**config.mk**
```make
export PLATFORM = sky130hd
export DESIGN_NAME = ex_muldiv_flat
export DESIGN_NICKNAME = d
export VERILOG_FILES = /design/src/rtl/ex_muldiv_pkg.sv /design/src/rtl/ex_muldiv_if.sv /design/src/rtl/ex_muldiv.sv /design/src/flat_wrapper.sv
export SDC_FILE = /design/constraint.sdc
export NUM_CORES = 1
export LEC_CHECK = 0
export CORE_UTILIZATION = 43
export CTS_CLUSTER_SIZE = 40
export DETAILED_ROUTE_END_ITERATION = 10
export GPL_ROUTABILITY_DRIVEN = 1
export SYNTH_ARGS = -nofsm -noshare
export SYNTH_HDL_FRONTEND = slang
export SYNTH_SLANG_ARGS = --single-unit
```
**constraint.sdc**
```tcl
create_clock -name clk -period 16.9 [get_ports clk]
set_input_delay 2.535 -clock clk [delete_from_list [all_inputs] [get_ports clk]]
set_output_delay 2.535 -clock clk [all_outputs]
set_load 0.005 [all_outputs]
```
**src/rtl/ex_muldiv_pkg.sv**
```systemverilog
// Shared types for the EX-stage RV32M multiply/divide unit: funct3 encodings,
// OP/funct7 decode constants, FSM states and small op-class helpers.
package ex_muldiv_pkg;

  localparam int XLEN = 32;

  // M-extension ops live under OP with funct7 = 0000001
  localparam logic [6:0] OPCODE_OP     = 7'b0110011;
  localparam logic [6:0] FUNCT7_MULDIV = 7'b0000001;

  typedef enum logic [2:0] {
    F3_MUL    = 3'b000,
    F3_MULH   = 3'b001,
    F3_MULHSU = 3'b010,
    F3_MULHU  = 3'b011,
    F3_DIV    = 3'b100,
    F3_DIVU   = 3'b101,
    F3_REM    = 3'b110,
    F3_REMU   = 3'b111
  } muldiv_funct3_t;

  typedef enum logic [1:0] {
    IDLE = 2'd0,
    CALC = 2'd1,
    DONE = 2'd2
  } muldiv_state_t;

  function automatic logic is_div(input muldiv_funct3_t f);
    return f inside {F3_DIV, F3_DIVU, F3_REM, F3_REMU};
  endfunction

  function automatic logic is_rem(input muldiv_funct3_t f);
    return f inside {F3_REM, F3_REMU};
  endfunction

endpackage

```
**src/rtl/ex_muldiv_if.sv**
```systemverilog
// EX-stage <-> muldiv bundle: op request from the pipeline, stall/done/result back.
// The pipeline (master) holds start until the op leaves EX; the unit (slave) stalls it.
interface ex_muldiv_if
  import ex_muldiv_pkg::*;
#(
  parameter int WIDTH = XLEN
);
  logic             start;
  logic [2:0]       funct3;
  logic [WIDTH-1:0] rs1;
  logic [WIDTH-1:0] rs2;
  logic             flush;
  logic             stall;
  logic             done;
  logic [WIDTH-1:0] result;

  modport master (
    output start, funct3, rs1, rs2, flush,
    input  stall, done, result
  );

  modport slave (
    input  start, funct3, rs1, rs2, flush,
    output stall, done, result
  );
endinterface

```
**src/rtl/ex_muldiv.sv**
```systemverilog
// Iterative RV32M mul/div: radix-2 shift-add / restoring divide; done in cycle WIDTH+1, div fast paths in cycle 1.
// Backpressure: stall held from acceptance through the last iteration, released in the DONE cycle.
module ex_muldiv
  import ex_muldiv_pkg::*;
#(
  parameter int WIDTH = XLEN
)(
  input logic        clk,
  input logic        reset,
  ex_muldiv_if.slave mdu
);

  localparam int CW = $clog2(WIDTH);

  muldiv_state_t  state, state_n;
  muldiv_funct3_t op, op_in;
  logic [CW-1:0]  cnt;
  logic [WIDTH-1:0] hi, lo, opnd, result_q;
  logic             neg_q, neg_r;

  logic             accept, stall_c;
  logic             a_signed, b_signed, a_neg, b_neg;
  logic [WIDTH-1:0] a_mag, b_mag;
  logic             div_zero, div_ovf, fast;
  logic [WIDTH-1:0] fast_res;

  logic [WIDTH:0]     mul_sum, div_shift;
  logic               div_ge;
  logic [WIDTH-1:0]   div_sub, hi_n, lo_n, quo, rem;
  logic [2*WIDTH-1:0] prod, prod_s;
  logic [WIDTH-1:0]   calc_res;

  assign op_in  = muldiv_funct3_t'(mdu.funct3);
  assign accept = (state == IDLE) && mdu.start && !mdu.flush;

  // Operand decode at acceptance: magnitudes, sign flags and divide fast paths
  always_comb begin
    a_signed = op_in inside {F3_MULH, F3_MULHSU, F3_DIV, F3_REM};
    b_signed = op_in inside {F3_MULH, F3_DIV, F3_REM};
    a_neg    = a_signed && mdu.rs1[WIDTH-1];
    b_neg    = b_signed && mdu.rs2[WIDTH-1];
    a_mag    = a_neg ? -mdu.rs1 : mdu.rs1;
    b_mag    = b_neg ? -mdu.rs2 : mdu.rs2;
    div_zero = (mdu.rs2 == '0);
    div_ovf  = (op_in inside {F3_DIV, F3_REM}) &&
               (mdu.rs1 == {1'b1, {(WIDTH-1){1'b0}}}) && (mdu.rs2 == '1);
    fast     = is_div(op_in) && (div_zero || div_ovf);
    fast_res = '0;
    if (div_zero)
      fast_res = is_rem(op_in) ? mdu.rs1 : '1;
    else if (div_ovf)
      fast_res = is_rem(op_in) ? '0 : mdu.rs1;
  end

  // One radix-2 step; mul keeps {hi,lo} as product/multiplier, div as remainder/quotient
  always_comb begin
    mul_sum   = {1'b0, hi} + (lo[0] ? {1'b0, opnd} : '0);
    div_shift = {hi, lo[WIDTH-1]};
    div_ge    = div_shift >= {1'b0, opnd};
    div_sub   = div_shift[WIDTH-1:0] - opnd;
    if (is_div(op)) begin
      hi_n = div_ge ? div_sub : div_shift[WIDTH-1:0];
      lo_n = {lo[WIDTH-2:0], div_ge};
    end else begin
      hi_n = mul_sum[WIDTH:1];
      lo_n = {mul_sum[0], lo[WIDTH-1:1]};
    end
  end

  always_comb begin
    prod   = {hi_n, lo_n};
    prod_s = neg_q ? -prod : prod;
    quo    = neg_q ? -lo_n : lo_n;
    rem    = neg_r ? -hi_n : hi_n;
    case (op)
      F3_MUL:                       calc_res = prod_s[WIDTH-1:0];
      F3_MULH, F3_MULHSU, F3_MULHU: calc_res = prod_s[2*WIDTH-1:WIDTH];
      F3_DIV, F3_DIVU:              calc_res = quo;
      default:                      calc_res = rem;
    endcase
  end

  always_ff @(posedge clk) begin
    if (reset) state <= IDLE;
    else       state <= state_n;
  end

  always_comb begin
    state_n = state;
    stall_c = 1'b0;
    case (state)
      IDLE: if (accept) begin
        stall_c = 1'b1;
        state_n = fast ? DONE : CALC;
      end
      CALC: begin
        stall_c = 1'b1;
        if (cnt == '0) state_n = DONE;
      end
      DONE:    state_n = IDLE;
      default: state_n = IDLE;
    endcase
    if (mdu.flush) state_n = IDLE;
  end

  always_ff @(posedge clk) begin
    if (reset) begin
      op       <= F3_MUL;
      cnt      <= '0;
      hi       <= '0;
      lo       <= '0;
      opnd     <= '0;
      neg_q    <= 1'b0;
      neg_r    <= 1'b0;
      result_q <= '0;
    end else if (accept) begin
      op    <= op_in;
      cnt   <= CW'(WIDTH-1);
      hi    <= '0;
      lo    <= is_div(op_in) ? a_mag : b_mag;
      opnd  <= is_div(op_in) ? b_mag : a_mag;
      neg_q <= a_neg ^ b_neg;
      neg_r <= a_neg;
      if (fast) result_q <= fast_res;
    end else if (state == CALC && !mdu.flush) begin
      hi  <= hi_n;
      lo  <= lo_n;
      cnt <= cnt - CW'(1);
      if (cnt == '0) result_q <= calc_res;
    end
  end

  assign mdu.stall  = stall_c;
  assign mdu.done   = (state == DONE);
  assign mdu.result = result_q;

endmodule

```
**src/flat_wrapper.sv**
```systemverilog
// flat-port wrapper written by rule: the top's interface ports become plain ports
module ex_muldiv_flat import ex_muldiv_pkg::*;
#(
  parameter int WIDTH = XLEN
)
  (clk, reset, mdu_start, mdu_funct3, mdu_rs1, mdu_rs2, mdu_flush, mdu_stall, mdu_done, mdu_result);
  ex_muldiv_if #(.WIDTH(WIDTH)) mdu_i ();
  input logic clk;
  input logic reset;
  input wire logic [$bits(mdu_i.start)-1:0] mdu_start;
  input wire logic [$bits(mdu_i.funct3)-1:0] mdu_funct3;
  input wire logic [$bits(mdu_i.rs1)-1:0] mdu_rs1;
  input wire logic [$bits(mdu_i.rs2)-1:0] mdu_rs2;
  input wire logic [$bits(mdu_i.flush)-1:0] mdu_flush;
  output wire logic [$bits(mdu_i.stall)-1:0] mdu_stall;
  output wire logic [$bits(mdu_i.done)-1:0] mdu_done;
  output wire logic [$bits(mdu_i.result)-1:0] mdu_result;
  assign mdu_i.start = mdu_start;
  assign mdu_i.funct3 = mdu_funct3;
  assign mdu_i.rs1 = mdu_rs1;
  assign mdu_i.rs2 = mdu_rs2;
  assign mdu_i.flush = mdu_flush;
  assign mdu_stall = mdu_i.stall;
  assign mdu_done = mdu_i.done;
  assign mdu_result = mdu_i.result;
  ex_muldiv #(.WIDTH(WIDTH)) u_core (.clk(clk), .reset(reset), .mdu(mdu_i));
endmodule
```
Yosys cells after proc, flatten, opt, wreduce, memory -nomap -nowiden
Index checks and enable logic that the tools add are counted.
Word-level totals
  bits of input ports: 71
  register bits: 140
  output and inout port bits: 34
Cells by class
  equality and inequality tests: 20
  order comparisons: 1
  $add $sub $neg: 8
  reduce and logical (&&, ||, !) cells: 28
  bitwise gates (word level): 1
  multiplexer cells: 30
Operator list (number)
  32-bit two-way mux: 20
  32-bit negation: 4
  32-bit case mux with 3 select lines: 1
  32-bit == test (second input constant): 2
  64-bit two-way mux: 1
  64-bit negation: 1
  32-bit by 33-bit adder with 33-bit output: 1
  33-bit by 32-bit >= comparator with 1-bit output: 1
  32-bit logical NOT: 1
  32-bit subtractor: 1
  3-bit == test (second input constant): 8
  4-bit nonzero test: 3
  5-bit two-way mux: 2
  3-bit by 2-bit == test with 1-bit output (second input constant): 3
  1-bit logical AND: 8
  2-bit nonzero test: 4
  3-bit by 1-bit == test with 1-bit output (second input constant): 2
  2-bit two-way mux: 3
  2-bit OR reduction: 3
  5-bit logical NOT: 1
  5-bit by 1-bit subtractor with 5-bit output (second input constant): 1
  2-bit by 1-bit != test with 1-bit output (second input constant): 2
  2-bit case mux with 2 select lines: 1
  3-bit logical NOT: 1
  13 further kinds: 13

Depth between registers and ports, before layout
Gate-level depths: netlist (run 1).
  depth in word-level cells: 9
  depth in mapped cells: 25
  gate-level depth less buffers: 21

Least setup slack after synthesis (run 1)
OpenSTA, ideal clock, no wires.
  path type: input port to output port
  start: in mdu_flush
  end: out mdu_stall
  data arrival time: 3928 ps
  path buffers: 4
  data required time: 14365 ps
  setup slack: 10437 ps
  stages: 6
  cells stage by stage: or4b_2 -> clkbuf_1 -> clkbuf_1 -> clkbuf_1 -> buf_1 -> nand2_1
Between the ends
  longest elaborated chain between the ends: 4
RTL lines
  start, declared: RTL line flat_wrapper.sv:14  | input wire logic [$bits(mdu_i.flush)-1:0] mdu_flush;
  1-bit logical NOT: RTL line ex_muldiv.sv:34  | assign accept = (state == IDLE) && mdu.start && !mdu.flush;
  1-bit logical AND: RTL line ex_muldiv.sv:34
  1-bit two-way mux: RTL line ex_muldiv.sv:92  | IDLE: if (accept) begin
  1-bit case mux with 2 select lines: RTL line ex_muldiv.sv:91  | case (state)
  end, declared: RTL line flat_wrapper.sv:15  | output wire logic [$bits(mdu_i.stall)-1:0] mdu_stall;
No other way between the ends.

Worst setup path after layout (run 1)
Same ends and word-level chain as after synthesis.

==> metrics, run 1 <==
Leakage=6.267 nW; die width=192.6 um; root buf cell=clkbuf_16; Tcrit/Tclk final=42.64%; CTS Hold Buffers Added=0; Clock Latency Late Sink=450 ps; cell count after synthesis=2260; drt drc=0; Hold Path Class=reg -> reg; required time of the worst setup path=14370 ps; dominant synthesized flop cell=dfxtp_1; synthesis-stage register bit count=140; hold_ws=472.5 ps; Routed WL per cell=23.01 um; Finished Cell Area=17380 um2; clock slew at reported path FFs=70 ps; Initial Util=43.79%; # rows=69; die height=192.6 um; Post-synth EDFFs=0; DR iter-0 viols=1815; RSZ-0062 raised after global routing=no; clk buf depth=2; Congestion Overflow GR=0; hold endpoint=u_core.opnd[2]; synthesized area=15610 um2; Reg2Reg Setup Slack=10030 ps; final setup violation count=0; clk_skew=12.62 ps; routed vias/inst=6.364; WL final=62640 um; Max Cap Viol=0; final hold vios=0; FMAX=138.8 MHz; Std-Cell Core Area=35660 um2; Initial DRT Pass Iterations=6; R2R Path End=u_core.mdu.result[20]; NumNets Final=2392; vias in the first global route=15668; placed instance area=16780 um2; PortBufs=104; Routability Congestion=0.9701; status=finished, final reports clean; fin. max-slew vios=0; Clock Sinks=140; hold_sp=u_core.opnd[2]; syn_nets=2404; Synth warnings=0; Layout fillers=3691; Critical path origin=mdu_flush; r2r worst-path depth=20; synth unique cells=89; io pins=105; Synth top area share=17.95%; initial antenna violation count=0; headroom to the max-slew limit=21.92%; TritonCTS clock tree=done; setup TNS=0 ps; Worst-Margin Slew=1170 ps; final antenna-violating net count=0; CTS resizes=0; worst reg2reg path startpoint=u_core.opnd[8]; synth top area cells=dfxtp_1 18%, a21oi_1 7.7%, xnor2_1 6.7%, nand2_1 6.1%, ha_1 5.7%; Multi-input gate area=11920 um2; Max Fanout on Critical Path=65; Max VDD drop=0.00006740 V; share of async-settable or async-resettable flops after synthesis=0%; die area=37080 um2; Detailed Place HPWL=48660 um; min Tclk post-route=7207 ps; hold path depth=2; total number of vias=17322; Worst Setup End Kind=output port; crit path DAT=4670 ps; Synth area leader=dfxtp_1; synthesis-to-layout area growth=11.32%; Pwr Density=68.46 nW/um2; register area=2808 um2; first-pass GRT wire length=94470 um; Critical Setup Path Class=in -> out; share of post-route cells with drive strength above 1=3.981%; Post-CTS Setup Bufs=0; Antenna diodes=0; Critical Path Start Type=primary input; post-synthesis sequential area ratio=17.95%; total global-route track usage=33.61%; H-tree depth=4; largest net degree at the start of global routing=86; Mapped Avg Cell Area=6.909 um2; Num CTS Buffers=17
[kinds of logic after synthesis]
| group | Yosys count | synth area share (%) |
|---|---|---|
| compound gates | 807 | 33.58 |
| fa+ha+maj | 73 | 5.946 |
| simple gates | 785 | 23.74 |
| buf+inv | 232 | 5.906 |
| mux | 43 | 2.781 |
| xor+xnor | 180 | 10.10 |
| flops | 140 | 17.95 |
[registers in the layout, indices dropped and copies added, names as in the netlist]
signal / flops
u_core.cnt: 5
u_core.hi: 32
u_core.lo: 32
u_core.mdu.result: 32
u_core.neg_q: 1
u_core.neg_r: 1
u_core.op: 3
u_core.opnd: 32
u_core.state: 2
[power breakdown]
group          switching (mW)  internal [mW]
registers              0.0217          0.344
logic                   0.277          0.148
clock network           0.159          0.240
[Yosys cell counts, drive strengths merged (25+ instances only)]
| cell type | instances |
|---|---|
| nor3 | 63 |
| xnor2 | 119 |
| o21ai | 181 |
| ha | 71 |
| nand4 | 27 |
| and2 | 43 |
| dfxtp | 140 |
| o31ai | 28 |
| a21oi | 244 |
| buf | 41 |
| a211oi | 52 |
| nor2 | 217 |
| nand2 | 254 |
| xor2 | 61 |
| nand3 | 35 |
| o211ai | 81 |
| mux2i | 40 |
| a21o | 25 |
| inv | 77 |
| clkbuf | 114 |
[through the flow]
stage	setup WS, ps	cells	total power [mW]	util, %
3_3_place_gp	9680	2690	0.7833	47.05
6_report	9693	2722	1.190	48.75
3_5_place_dp	9557	2690	0.7850	47.05
5_1_grt	9295	2722	1.238	48.75
4_1_cts	9687	2722	1.183	48.75
2_1_floorplan	10440	2260	0.6433	-
[how the worst max path moves through the flow]
| stage | endpoint | slack, ps | depth (start not counted) |
|---|---|---|---|
| after floorplan | mdu_stall | 10440 | 6 |
| after global placement | u_core.mdu.result[29] | 9680 | 14 |
| after detailed placement | u_core.mdu.result[29] | 9560 | 14 |
| after CTS | mdu_stall | 9690 | 4 |
| after global routing | u_core.mdu.result[28] | 9290 | 15 |
| final | mdu_stall | 9690 | 4 |
[routing by layer]
metal	vias up	global-route usage [%]	part of all wire, %
li1	8249	-	-
met1	8194	44.88	43
met2	760	52.19	44
met3	119	5.256	7.7
met4	0	16.87	5.2
met5	-	0	0
[layout by cell type (no fill, tap or decap), drive strengths merged, types with 52 or more instances in the layout]
cell type / instances
nand2: 254
nor3: 63
o21ai: 181
xor2: 61
ha: 71
inv: 78
nor2: 217
a211oi: 52
clkdlybuf4s50: 102
o211ai: 81
a21oi: 244
dfxtp: 140
xnor2: 119
[critical path, stage by stage]
cell	delay, ps
clkdlybuf4s50_1	550
or4b_4	910
nand2_1	170
clkdlybuf4s50_1	510
[area by class of cell]
class,count,area share (%)
clock inverter,10,0.8062
tap,461,3.318
multi-input combinational,1888,68.58
sequential,140,16.15
clock buffer,22,2.671
timing repair buffer,124,6.810
inverter,77,1.663
Power figures use the tool's default switching activity.
==> run 2: changes to the inputs <==
==> constraint.sdc (replaced) <==
create_clock -name clk -period 5.8 [get_ports clk]
set_input_delay 0.87 -clock clk [delete_from_list [all_inputs] [get_ports clk]]
set_output_delay 0.87 -clock clk [all_outputs]
set_load 0.005 [all_outputs]
==> run 2 against run 1 <==
  * Sequential share of layout area down 0.76 points
  * Via count up 3.9%
  * Cell count up 3.8%
  * Largest cell class unchanged
  * Largest power group unchanged
==> metrics, run 2 (synthesis results as in run 1) <==
register area=2808 um2 (unchanged); synthesis-to-layout area growth=16.84%; root buf cell=clkbuf_16; clk buf depth=2 (unchanged); Worst-Margin Slew=1142 ps (-27.31 ps); hold_sp=u_core.mdu.result[26]; die height=192.6 um (unchanged); total global-route track usage=36.79% (+3.2 points); die width=192.6 um (unchanged); Layout fillers=3636 (-1.5%); crit path DAT=5960 ps (+1290 ps); min Tclk post-route=5596 ps; TritonCTS clock tree=done; FMAX=178.7 MHz; routed vias/inst=6.368 (about the same); final antenna-violating net count=0 (unchanged); Pwr Density=199.6 nW/um2 (+190%); Initial DRT Pass Iterations=5 (-1); first-pass GRT wire length=101400 um (+7.3%); Max Cap Viol=0 (unchanged); CTS Hold Buffers Added=0 (unchanged); drt drc=0 (unchanged); Detailed Place HPWL=53420 um (+9.8%); worst reg2reg path startpoint=u_core.opnd[21]; DR iter-0 viols=1982 (+9.2%); Routability Congestion=0.9950 (+2.6%); die area=37080 um2 (unchanged); RSZ-0062 raised after global routing=no; initial antenna violation count=1 (+1); NumNets Final=2496 (+4.3%); Tcrit/Tclk final=96.48%; clk_skew=15.20 ps (+2.581 ps); Num CTS Buffers=17 (unchanged); vias in the first global route=16362 (+4.4%); Congestion Overflow GR=0 (unchanged); Max VDD drop=0.0002094 V (+210%); required time of the worst setup path=6160 ps (-8210 ps); Routed WL per cell=24.21 um (+5.2%); Critical Setup Path Class=reg -> reg; final setup violation count=0 (unchanged); io pins=105 (unchanged); total number of vias=17995 (+3.9%); share of post-route cells with drive strength above 1=8.879% (+4.9 points); Worst Setup End Kind=register; most common cell after layout, fill and taps aside=nand2_1; Multi-input gate area=11990 um2 (+0.57%); WL final=68420 um (+9.2%); # rows=69 (unchanged); Hold Path Class=reg -> reg; PortBufs=104 (unchanged); Clock Sinks=140 (unchanged); Clock Latency Late Sink=460 ps (about the same); Std-Cell Core Area=35660 um2 (unchanged); Critical path origin=u_core.opnd[21]; headroom to the max-slew limit=23.57% (+1.6 points); pre-CTS setup slack=-174.5 ps (-9732 ps); Max Fanout on Critical Path=9 (-86%); final hold vios=0 (unchanged); Antenna diodes=0 (unchanged); Leakage=6.790 nW (+8.3%); Initial Util=43.79% (unchanged); largest net degree at the start of global routing=89 (+3.5%); most frequent cells in the layout=253 x nand2_1, 241 x a21oi_1, 216 x nor2_1; H-tree depth=4 (unchanged); Finished Cell Area=18240 um2 (+5.0%); Critical Path Start Type=register; clock slew at reported path FFs=70 ps (about the same); status=finished, final reports clean; fin. max-slew vios=0 (unchanged); placed instance area=17530 um2 (+4.5%); fin worst setup slack=204.3 ps (-9489 ps)
-- run 2: path summary, 6_finish.rpt --
| check | depth (start not counted) | endpoint | slack, ps |
|---|---|---|---|
| worst max register to register | 22 | u_core.mdu.result[24] | 200 |
| worst min-delay path | 2 | u_core.mdu.result[26] | 450 |
| worst min register to register | 2 | u_core.mdu.result[26] | 450 |
| worst max-delay path | 22 | u_core.mdu.result[24] | 200 |
-- run 2: metrics by stage --
step / instances / util [%] / power [mW] / TNS [ps] / hold WS [ps]
after floorplan: 2260 / - / 1.875 / 0 / 440.3
after global placement: 2790 / 49.16 / 2.385 / -593.2 / 444.1
after detailed placement: 2790 / 49.16 / 2.388 / -596.7 / 444.0
after CTS: 2822 / 50.90 / 3.595 / 0 / 453.0
after global routing: 2826 / 51.16 / 3.772 / 0 / 475.0
final: 2826 / 51.16 / 3.642 / 0 / 453.6
-- run 2: cell type report --
class | count | area share (%)
Clock buffer | 20 | 2.449
Timing Repair Buffer | 228 | 10.77
Inverter | 77 | 1.584
Sequential cell | 140 | 15.39
Tap cell | 461 | 3.162
Clock inverter | 12 | 0.9328
Multi-Input combinational cell | 1888 | 65.71
-- run 2: report_power, final --
group	leakage (nW)	switching (mW)	internal (mW)
combinational	5.35	0.873	0.504
clock	0.304	0.485	0.729
sequential	1.14	0.0496	1.00
-- run 2: worst max-delay path, stage by stage (launching register included) --
cell and delay [ps]:
dfxtp_1 390, inv_1 60, ha_2 400, nand4_1 140, nor4_2 350, a31oi_1 170, and3_2 260, buf_4 190
a2111o_1 420, and3_1 210, inv_1 110, ha_1 200, and4_1 180, o211ai_1 200, a211oi_2 420, nand2_2 150
or4_1 410, buf_4 190, o41ai_4 290, xnor2_1 120, o221ai_1 170, o211ai_1 170, a311oi_2 270
-- run 2: per-layer routing --
layer / part of all wire (%) / wire, um / track usage (%) / vias to the layer above
li1: - / - / - / 8461
met1: 42 / 28680 / 47.09 / 8600
met2: 45 / 30830 / 58.58 / 787
met3: 7.4 / 5059 / 6.310 / 145
met4: 5.6 / 3836 / 19.90 / 2
met5: 0.019 / 13 / 0 / -
-- run 2: what timing repair did --
action / 4_1_cts / 5_1_grt
endpoints found under the setup margin: 7 / 9
pin swaps: 0 / 5
resized for setup: 1 / 15
buffers inserted: 0 / 4
